$ cat config.mk
export PLATFORM = sky130hd
export DESIGN_NAME = keypad_entry_buffer_flat
export DESIGN_NICKNAME = d
export VERILOG_FILES = /design/src/rtl/keypad_entry_buffer_if.sv /design/src/rtl/keypad_entry_buffer.sv /design/src/flat_wrapper.sv
export SDC_FILE = /design/constraint.sdc
export NUM_CORES = 1
export LEC_CHECK = 0
export CAP_MARGIN = 20
export CORE_ASPECT_RATIO = 0.8
export CORE_MARGIN = 8
export CORE_UTILIZATION = 52
export DETAILED_ROUTE_END_ITERATION = 8
export PLACE_DENSITY = 0.84
export SETUP_SLACK_MARGIN = 0.15
export SLEW_MARGIN = 5
export SYNTH_ARGS = -nofsm -noshare
export SYNTH_HDL_FRONTEND = slang
export SYNTH_SLANG_ARGS = --single-unit
$ cat constraint.sdc
create_clock -name CLOCK_50 -period 4.9 [get_ports CLOCK_50]
set_input_delay 0.49 -clock CLOCK_50 [delete_from_list [all_inputs] [get_ports CLOCK_50]]
set_output_delay 0.49 -clock CLOCK_50 [all_outputs]
set_load 0.1 [all_outputs]
$ cat src/rtl/keypad_entry_buffer_if.sv
// Keypad entry buffer signal bundle: debounced key input, live display outputs,
// and the committed-value valid/ready handshake.
interface keypad_entry_buffer_if #(
  parameter int NUM_DIGITS = 6
);
  logic [3:0]              debouncedKey;
  logic                    debouncedValid;
  logic [4*NUM_DIGITS-1:0] disp_digits;
  logic [NUM_DIGITS-1:0]   disp_on;
  logic [3:0]              entry_count;
  logic [4*NUM_DIGITS-1:0] out_data;
  logic [3:0]              out_len;
  logic                    out_valid;
  logic                    out_ready;
  logic                    err_pulse;

  // master: key source and consumer; slave: the entry buffer itself
  modport master (
    output debouncedKey, debouncedValid, out_ready,
    input  disp_digits, disp_on, entry_count, out_data, out_len, out_valid, err_pulse
  );

  modport slave (
    input  debouncedKey, debouncedValid, out_ready,
    output disp_digits, disp_on, entry_count, out_data, out_len, out_valid, err_pulse
  );
endinterface

$ cat src/rtl/keypad_entry_buffer.sv
// Multi-digit hex entry with backspace/enter editing; committed entries are
// offered downstream over valid/ready.
//
//  state      | meaning
//  S_ENTRY    | editing live entry; digits, backspace and enter accepted
//  S_WAIT_ACK | committed value offered; all keystrokes rejected
module keypad_entry_buffer #(
  parameter int NUM_DIGITS = 6
) (
  input  logic                  CLOCK_50,
  input  logic                  Reset,
  keypad_entry_buffer_if.slave  kif
);

  typedef enum logic {S_ENTRY, S_WAIT_ACK} state_t;

  localparam logic [3:0] KEY_BKSP  = 4'hE;
  localparam logic [3:0] KEY_ENTER = 4'hF;
  localparam logic [3:0] CAP       = 4'(NUM_DIGITS);

  state_t                  r_state,     w_state_n;
  logic                    r_last_valid;
  logic [4*NUM_DIGITS-1:0] r_digits,    w_digits_n;
  logic [NUM_DIGITS-1:0]   r_on,        w_on_n;
  logic [3:0]              r_count,     w_count_n;
  logic [4*NUM_DIGITS-1:0] r_out_data,  w_out_data_n;
  logic [3:0]              r_out_len,   w_out_len_n;
  logic                    r_out_valid, w_out_valid_n;
  logic                    r_err,       w_err_n;
  logic                    w_strobe;

  // last_valid resets high so a key held across reset release is not a press
  assign w_strobe = kif.debouncedValid & ~r_last_valid;

  always_ff @(posedge CLOCK_50) begin
    if (Reset) begin
      r_state      <= S_ENTRY;
      r_last_valid <= 1'b1;
      r_digits     <= '0;
      r_on         <= '0;
      r_count      <= '0;
      r_out_data   <= '0;
      r_out_len    <= '0;
      r_out_valid  <= 1'b0;
      r_err        <= 1'b0;
    end else begin
      r_state      <= w_state_n;
      r_last_valid <= kif.debouncedValid;
      r_digits     <= w_digits_n;
      r_on         <= w_on_n;
      r_count      <= w_count_n;
      r_out_data   <= w_out_data_n;
      r_out_len    <= w_out_len_n;
      r_out_valid  <= w_out_valid_n;
      r_err        <= w_err_n;
    end
  end

  always_comb begin
    w_state_n     = r_state;
    w_digits_n    = r_digits;
    w_count_n     = r_count;
    w_out_data_n  = r_out_data;
    w_out_len_n   = r_out_len;
    w_out_valid_n = r_out_valid;
    w_err_n       = 1'b0;
    w_on_n        = '0;

    case (r_state)
      S_ENTRY: begin
        if (w_strobe) begin
          if (kif.debouncedKey == KEY_BKSP) begin
            if (r_count != 4'd0) begin
              w_digits_n = r_digits >> 4;
              w_count_n  = r_count - 4'd1;
            end
          end else if (kif.debouncedKey == KEY_ENTER) begin
            if (r_count != 4'd0) begin
              w_out_data_n  = r_digits;
              w_out_len_n   = r_count;
              w_out_valid_n = 1'b1;
              w_digits_n    = '0;
              w_count_n     = 4'd0;
              w_state_n     = S_WAIT_ACK;
            end else begin
              w_err_n = 1'b1;
            end
          end else if (r_count < CAP) begin
            w_digits_n      = r_digits << 4;
            w_digits_n[3:0] = kif.debouncedKey;
            w_count_n       = r_count + 4'd1;
          end else begin
            w_err_n = 1'b1;
          end
        end
      end

      S_WAIT_ACK: begin
        if (w_strobe) w_err_n = 1'b1;
        if (r_out_valid && kif.out_ready) begin
          w_out_valid_n = 1'b0;
          w_state_n     = S_ENTRY;
        end
      end

      default: w_state_n = S_ENTRY;
    endcase

    for (int i = 0; i < NUM_DIGITS; i++) begin
      w_on_n[i] = (i < int'(w_count_n));
    end
  end

  assign kif.disp_digits = r_digits;
  assign kif.disp_on     = r_on;
  assign kif.entry_count = r_count;
  assign kif.out_data    = r_out_data;
  assign kif.out_len     = r_out_len;
  assign kif.out_valid   = r_out_valid;
  assign kif.err_pulse   = r_err;

endmodule

$ cat src/flat_wrapper.sv
// flat-port wrapper written by rule: the top's interface ports become plain ports
module keypad_entry_buffer_flat 
#(
  parameter int NUM_DIGITS = 6
)
  (CLOCK_50, Reset, kif_debouncedKey, kif_debouncedValid, kif_out_ready, kif_disp_digits, kif_disp_on, kif_entry_count, kif_out_data, kif_out_len, kif_out_valid, kif_err_pulse);
  keypad_entry_buffer_if #(.NUM_DIGITS(NUM_DIGITS)) kif_i ();
  input  logic CLOCK_50;
  input  logic Reset;
  input wire logic [$bits(kif_i.debouncedKey)-1:0] kif_debouncedKey;
  input wire logic [$bits(kif_i.debouncedValid)-1:0] kif_debouncedValid;
  input wire logic [$bits(kif_i.out_ready)-1:0] kif_out_ready;
  output wire logic [$bits(kif_i.disp_digits)-1:0] kif_disp_digits;
  output wire logic [$bits(kif_i.disp_on)-1:0] kif_disp_on;
  output wire logic [$bits(kif_i.entry_count)-1:0] kif_entry_count;
  output wire logic [$bits(kif_i.out_data)-1:0] kif_out_data;
  output wire logic [$bits(kif_i.out_len)-1:0] kif_out_len;
  output wire logic [$bits(kif_i.out_valid)-1:0] kif_out_valid;
  output wire logic [$bits(kif_i.err_pulse)-1:0] kif_err_pulse;
  assign kif_i.debouncedKey = kif_debouncedKey;
  assign kif_i.debouncedValid = kif_debouncedValid;
  assign kif_i.out_ready = kif_out_ready;
  assign kif_disp_digits = kif_i.disp_digits;
  assign kif_disp_on = kif_i.disp_on;
  assign kif_entry_count = kif_i.entry_count;
  assign kif_out_data = kif_i.out_data;
  assign kif_out_len = kif_i.out_len;
  assign kif_out_valid = kif_i.out_valid;
  assign kif_err_pulse = kif_i.err_pulse;
  keypad_entry_buffer #(.NUM_DIGITS(NUM_DIGITS)) u_core (.CLOCK_50(CLOCK_50), .Reset(Reset), .kif(kif_i));
endmodule
; Word-level counts from Yosys, hierarchy flattened
; Cells that the tools add are included.
[op_classes]
add_sub_neg = 2
magnitude_cmp = 7
n_eq_ne = 9
muxes = 31
bitwise = 4
n_reduce_logical = 6
[op_table]
columns = cell, count
row1 = two-way mux 24 bit, 5
row2 = two-way mux 4 bit, 7
row3 = two-way mux 1 bit, 16
row4 = AND reduction 5 bit, 3
row5 = == test 4 bit (second input constant), 2
row6 = less-than comparator 1 x 4 -> 1 bit (first input constant), 2
row7 = less-than comparator 2 x 4 -> 1 bit (first input constant), 2
row8 = less-than comparator 3 x 4 -> 1 bit (first input constant), 2
row9 = inequality test 2 x 1 -> 1 bit (second input constant), 4
row10 = inequality test 2 bit (second input constant), 3
row11 = case mux 1 bit (2 select lines), 3
row12 = adder 4 x 1 -> 4 bit (second input constant), 1
row13 = less-than comparator 4 x 3 -> 1 bit (second input constant), 1
row14 = nonzero test 4 bit, 1
row15 = subtractor 4 x 1 -> 4 bit (second input constant), 1
row16 = inverter 1 bit, 3
row17 = nonzero test 3 bit, 1
row18 = bitwise AND 1 bit, 1
row19 = logical AND 1 bit, 1
[totals]
regBits = 66
in_bits = 8
output_inout_bits = 64
wordCells = 68

; Longest topological paths before layout
; Gate-level depths: netlist of the first run.
[logic_depth]
word_depth = 7
mapped_depth = 9
depth_no_buf = 9

; Worst setup path after synthesis of the first run
; Ideal clock, no wire load.
[synth_timing]
path_type = register to register
from = reg u_core.r_count[1], in the netlist u_core.kif.entry_count[1]
to = reg u_core.r_on[2], in the netlist u_core.kif.disp_on[2]
setup_ns = 0.074
t_arrival_ns = 2.473
required_time_ns = 4.826
setup_slack_ns = 2.353
path_stages_with_launch = 10
path_buffers = 0
period_less_slack_ns = 2.547
cell_sequence = dfxtp_1 -> inv_1 -> ha_1 -> nor3b_4 -> ha_1 -> nand2b_1 -> nand3_1 -> a21oi_1 -> o22ai_1 -> a31oi_1
[synth_between]
elab_chain_len = 7
elab_cells_between_ends = 12
classes_between = add/sub (2) / order compare (2) / mux (7) / reduce/logical (1)
[synth_rtl]
columns = item, line_no
row1 = from (decl), keypad_entry_buffer.sv:25  ; logic [3:0] r_count, w_count_n;
row2 = from (signal assigned), keypad_entry_buffer.sv:51  ; r_count <= w_count_n;
row3 = adder 4 x 1 -> 4 bit (tied with other cells), keypad_entry_buffer.sv:91  ; w_count_n = r_count + 4'd1;
row4 = "two-way mux 4 bit, on equally long branches", "keypad_entry_buffer.sv:88, keypad_entry_buffer.sv:78"
row5 = two-way mux 4 bit, keypad_entry_buffer.sv:77  ; end else if (kif.debouncedKey == KEY_ENTER) begin
row6 = two-way mux 4 bit, keypad_entry_buffer.sv:72  ; if (kif.debouncedKey == KEY_BKSP) begin
row7 = two-way mux 4 bit, keypad_entry_buffer.sv:71  ; if (w_strobe) begin
row8 = two-way mux 4 bit (*), keypad_entry_buffer.sv:69  ; case (r_state)
row9 = less-than comparator 2 x 4 -> 1 bit (*), keypad_entry_buffer.sv:110  ; w_on_n[i] = (i < int'(w_count_n));
row10 = to (signal assigned), keypad_entry_buffer.sv:50  ; r_on <= w_on_n;
row11 = to (decl), keypad_entry_buffer.sv:24  ; logic [NUM_DIGITS-1:0] r_on, w_on_n;
; Mark *: on every way between the ends. The rest lies on a longest branch, timed or not.
; A chain may end at the register's enable or synchronous reset.

; Worst setup path in the final report of the first run
[layout_timing]
from = reg u_core.r_count[3], in the netlist u_core.kif.entry_count[3]
to = out kif_entry_count[3]
[layout_rtl]
columns = item, line_no
row1 = to (decl), flat_wrapper.sv:15  ; output wire logic [$bits(kif_i.entry_count)-1:0] kif_entry_count;
; No word-level cell between the ends.

==> metrics, run 1 <==
fmax 381 MHz; die height roughly 80 um; CP cell instances clkdlybuf4s50_1; port bufs a little over 70; register area 0.00132 mm2; pin count of the biggest net entering global routing 67; Iteration-0 DRC Markers 263; worst setup margin 2.28 ns; CP startpoint u_core.kif.entry_count[3]$_SDFF_PP0_; clk slew on worst S/H paths 0.07 ns; Top delay family on crit path buffers and inverters; Final Hold Viols 0; vias in the first global route roughly 2.4k; placed cells around 450; Skew-Pair Late Insertion Delay 0.35 ns; Resized cells post-CTS 0; min Tclk post-route around 2.6 ns; post-DR vias/cell 5.68; core area 0.00532 mm2; Startpoint Class flop; multi-input logic area 0.00132 mm2; die width 98.2 um; Fillers between 400 and 500; post-route cell area 0.00370 mm2; critical path type reg2out; Clock Tree Buf Depth 2; vias 2,623; WP data arrival 2.13 ns; Routed Antenna Nets 0; Area growth, synth to finish 32.0%; HP Start u_core.kif.out_len[1]$_SDFFE_PP0P_; final cell count without fillers about 460; Worst Skew roughly 0.008 ns; DP Area 0.00347 mm2; Row Count 24; Worst Path Max Fanout 10; Initial Util 0.528; Syn Inst Count 333; DRC violations left 0; NumNets Final ~400; Tot GR Track Use 0.194; Leak ~1.2 nW; max-cap violations 0; post-place setup slack 1.97 ns; DR pass1 iterations 4; H-Tree Depth 3; register area share after synthesis 0.471; global-route wire length before repair 12,400 um; Synth Warn # 0; drt total wl 7610 um; CP endpoint kind output pin; share of layout cells above drive strength 1 0.0756; RR Startpoint u_core.kif.entry_count[1]$_SDFF_PP0_; worst path bufs/invs 1; setup_tns 0 ns; Yosys cell types 41; status completed; Post-DP HPWL between 5000 and 6000 um; RSZ-0062 raised after global routing no; setup bufs post-CTS 0; syn nets between 300 and 400; grt total ovfl 0; Final setup viols 0; peak supply drop 0.189 mV; Tightest Pin Transition 1.08 ns; Min-Delay Path Class reg2reg; clock sink total 66; Slew Viols, Final 0; crit-path max cell delay 1.22 ns; Pwr Density 329 mW/mm2; Placer Congestion 0.911; initial antenna violation count 0; die area 0.00802 mm2; Slew headroom 0.277; Tcrit/Tclk final 0.536; I/O pin count 72; Syn Area/Cell 8.43 um2; Num CTS Buffers 9; Root Driver clkbuf_8; Final Util 0.697; mapped cell area 0.00281 mm2; CTS Hold Bufs 0; Critical Path RT approximately 4.4 ns; n_diodes 0; DR WL/cell 16.5 um; register bit total from synthesis 66; CTS tree built; slowest CP cell clkdlybuf4s50_1
synth_stat cells:
cell / n / area (um2)
a211oi_1: 20 / 150
a21o_1: 1 / 7.51
a21oi_1: 37 / 185
a21oi_2: 2 / 17.5
a22oi_1: 4 / 30.0
a311oi_1: 2 / 17.5
a31oi_1: 3 / 18.8
and2_1: 1 / 6.26
and3_1: 3 / 18.8
and4_1: 1 / 8.76
buf_1: 1 / 3.75
buf_2: 6 / 30.0
buf_4: 6 / 45.0
buf_6: 2 / 22.5
clkbuf_1: 12 / 45.0
dfxtp_1: 66 / 1320
ha_1: 3 / 37.5
inv_1: 6 / 22.5
mux2i_4: 1 / 22.5
nand2_1: 62 / 233
nand2_2: 1 / 6.26
nand2b_1: 2 / 12.5
nand3_1: 6 / 30.0
nand3_2: 1 / 10.0
nand4bb_1: 1 / 11.3
nor2_1: 28 / 105
nor2b_1: 1 / 6.26
nor3_1: 17 / 85.1
nor3b_1: 17 / 128
nor3b_2: 1 / 12.5
nor3b_4: 1 / 18.8
nor4_1: 1 / 6.26
nor4_2: 1 / 12.5
nor4b_1: 1 / 8.76
nor4bb_1: 1 / 10.0
o211ai_1: 5 / 37.5
o21a_1: 3 / 22.5
o21bai_1: 1 / 7.51
o22ai_1: 3 / 18.8
or2_2: 1 / 6.26
or3b_2: 1 / 8.76
layout by cell type, fill, tap and decap left out, drive strengths merged, types with 5 or more instances in the layout:
cell type       n
clkdlybuf4s50  70
clkbuf         11
nor3           17
a211oi         20
a21oi          39
nand3           7
buf             5
nor2           28
nor3b          19
inv             6
o211ai          5
nand2          63
dfxtp          66
registers in the layout, indices dropped and copies added, names as in the netlist:
signal and cells:
u_core.kif.disp_digits 24, u_core.kif.disp_on 6, u_core.kif.entry_count 4, u_core.kif.err_pulse 1, u_core.kif.out_data 24, u_core.kif.out_len 4, u_core.kif.out_valid 1, u_core.r_last_valid 1
u_core.r_state 1
tightest hold or removal path, cell delays in order, from the launching register on:
cell and delay, ns:
dfxtp_1 0.31, nand2_1 0.05, a21oi_1 0.05
cells by family after synthesis:
family,share of synthesized area
and+or+nand+nor,0.265
AOI/OAI and AO/OA,0.183
DFF,0.471
buffers and inverters,0.0602
adders and majority gates,0.0134
muxes,0.00802
power breakdown:
| part | switching (mW) | total (mW) | internal, mW |
|---|---|---|---|
| Combinational | 0.110 | 0.148 | 0.0385 |
| Clock | 0.211 | 0.510 | 0.299 |
| Sequential | 0.0137 | 0.560 | 0.546 |
final timing paths:
check | to | slack [ns] | cells after the start
worst max-delay path | kif_entry_count[3] | 2.28 | 1
worst min-delay path | u_core.kif.out_len[1]$_SDFFE_PP0P_ | 0.46 | 2
worst max register to register | u_core.kif.out_data[15]$_SDFFE_PP0P_ | 2.35 | 7
worst min register to register | u_core.kif.out_len[1]$_SDFFE_PP0P_ | 0.46 | 2
area by class of cell:
class	instances	area share
flip-flops and latches	66	0.357
multi-input cells	234	0.356
repair buffers	75	0.201
clock buffers	11	0.0382
well taps	65	0.0220
clock inverters	5	0.0209
inverters	6	0.00608
through the flow:
step | total power, mW | hold slack (ns)
global placement | 0.718 | 0.439
CTS | 1.22 | 0.458
finish | 1.22 | 0.455
detailed placement | 0.719 | 0.446
global route | 1.26 | 0.477
floorplan | 0.682 | 0.436
routing by layer:
metal / track usage / wire length (um)
met5: 0 / 0
met1: 0.242 / 3500
met2: 0.292 / 3340
met3: 0.0881 / 675
met4: 0.0718 / 96
No activity file was read; power rests on OpenSTA's default activity.
==> run 2: changes to the inputs <==
- CORE_UTILIZATION: 52 -> 44
- PLACE_DENSITY: 0.84 -> 0.76
- clock period: 4.9 -> 2.2 ns (I/O delays scaled with it)
==> run 2 against run 1 <==
Effect of this change:
- die area is 15% higher
- critical path depth is 8 higher
- highest routed layer unchanged
- clock skew is 0.0017 ns lower
- sequential share of layout area is 0.078 points lower
- critical endpoint is now u_core.kif.disp_on[4]$_SDFF_PP0_
- core utilization is 10 points lower
- worst hold slack worse by 0.0025 ns
- wire length is 3.1% higher
- combinational power is 130% higher
- clock power is 120% higher
- cell area is 0.98% higher
==> metrics, run 2 (synthesis results as in run 1) <==
Area growth, synth to finish 33.2%; Iteration-0 DRC Markers 152; Routed Antenna Nets 0; max-cap violations 0; clk slew on worst S/H paths 0.08 ns; grt total ovfl 0; Startpoint Class flop; port bufs 71; RR Startpoint u_core.kif.entry_count[0]$_SDFF_PP0_; FF-to-FF setup slack about 0.25 ns; setup_tns 0 ns; H-Tree Depth 3; drt total wl ~7800 um; DR WL/cell ~16 um; Leak between 1 and 1.5 nW; critical path type reg2reg; die width approximately 110 um; HP Start u_core.kif.out_data[12]$_SDFFE_PP0P_; Final setup viols 0; CP endpoint kind flop; Tcrit/Tclk final 0.887; n_diodes 0; WP data arrival 2.21 ns; die height about 90 um; worst hold margin around 0.45 ns; clock sink total 66; vias 2,614; Pwr Density 720 mW/mm2; Worst Path Max Fanout 7; min Tclk post-route about 2 ns; Worst Skew 0.00631 ns; Skew-Pair Late Insertion Delay 0.34 ns; peak supply drop 0.497 mV; DRC violations left 0; Slew headroom 0.458; hold endpoint u_core.kif.out_data[12]$_SDFFE_PP0P_; vias in the first global route 2,515; pin count of the biggest net entering global routing 44; Row Count 26; hold path depth 2; I/O pin count 72; Root Driver clkbuf_8; Initial Util 0.447; status completed; Slew Viols, Final 0; core area 0.00628 mm2; RSZ-0062 raised after global routing yes; Tot GR Track Use 0.177; Tightest Pin Transition 0.813 ns; DR pass1 iterations 4; Placer Congestion 0.858; Clock Tree Buf Depth 2; share of layout cells above drive strength 1 0.292; global-route wire length before repair 13,100 um; most frequent cells in the layout 84 x buf_4, 62 x nand2_1, 62 x dfxtp_1; Num CTS Buffers 9; initial antenna violation count 0; Pwr Total roughly 2.7 mW; Critical Path RT approximately 2.5 ns; Final Hold Viols 0; commonest non-fill, non-tap cell in the layout buf_4; NumNets Final 420; die area 0.00921 mm2; FF-to-FF path depth 9; CTS Hold Bufs 0; post-DR vias/cell 5.25; Min-Delay Path Class reg2reg; Post-DP HPWL 5520 um; R2R Path End u_core.kif.disp_on[4]$_SDFF_PP0_; fmax 512 MHz; CTS tree built
-- run 2: changes by cell type in the layout (fill, tap and decap cells not counted), moves of 2 or more --
cell | previous run | this run
dfxtp_1 | 66 | 62
inv_1 | 6 | 4
dfxtp_4 | 0 | 2
dfxtp_2 | 0 | 2
buf_4 | 3 | 84
clkdlybuf4s50_1 | 70 | 6
inv_4 | 0 | 2
-- run 2: worst max path at each step --
stage | slack, ns | to | cells past startpoint | from
2_1_floorplan | 0.23 | u_core.kif.disp_on[2]$_SDFF_PP0_ | 9 | u_core.kif.entry_count[1]$_SDFF_PP0_
3_3_place_gp | 0.15 | u_core.kif.disp_on[2]$_SDFF_PP0_ | 9 | u_core.kif.entry_count[1]$_SDFF_PP0_
6_report | 0.25 | u_core.kif.disp_on[4]$_SDFF_PP0_ | 9 | u_core.kif.entry_count[0]$_SDFF_PP0_
4_1_cts | 0.20 | u_core.kif.disp_on[2]$_SDFF_PP0_ | 9 | u_core.kif.entry_count[1]$_SDFF_PP0_
5_1_grt | 0.10 | u_core.kif.disp_on[4]$_SDFF_PP0_ | 9 | u_core.kif.entry_count[0]$_SDFF_PP0_
3_5_place_dp | 0.11 | u_core.kif.disp_on[4]$_SDFF_PP0_ | 5 | kif_debouncedValid
-- run 2: stage by stage --
stage                     utilization  worst slack [ns]  cell area (um2)  cells
final                           0.596             0.248             3740    498
after global routing            0.596             0.105             3740    498
after CTS                       0.588             0.203             3690    495
after detailed placement        0.553             0.113             3470    479
after global placement          0.553             0.147             3470    479
after floorplan                     -             0.230             2820    333
-- run 2: final cells by class --
class                   count  area [um2]
fillers                   561        2540
multi-input cells         234        1340
flip-flops and latches     66        1330
clock inverters             5        58.8
clock buffers              11         163
inverters                   6        27.5
well taps                  84         105
repair buffers             92         716
-- run 2: per-layer routing --
layer  track usage  vias up  share of wire
met2         0.261       72           0.43
met4        0.0698        0          0.016
met5             0        -              0
met1         0.230     1216           0.49
met3        0.0607        9          0.058
li1              -     1317              -
-- run 2: worst max-delay path, cell delays in order, from the launching register on --
cell and delay, ns:
dfxtp_4 0.38, inv_4 0.07, ha_4 0.13, nor3b_4 0.31
ha_1 0.29, nand2b_1 0.07, nand3_1 0.09, a21oi_2 0.25
nor4_2 0.08, o22ai_1 0.19
-- run 2: power breakdown --
group,total (mW),internal (mW),switching [mW]
sequential,1.25,1.21,0.0308
combinational,0.346,0.0952,0.251
clock,1.10,0.625,0.479
-- run 2: what timing repair did --
item / 4_1_cts / 5_1_grt
pin swaps: 0 / 3
buffers inserted: 0 / 3
endpoints found under the hold margin: 0 / 0
endpoints found under the setup margin: 2 / 13
resized for setup: 1 / 7
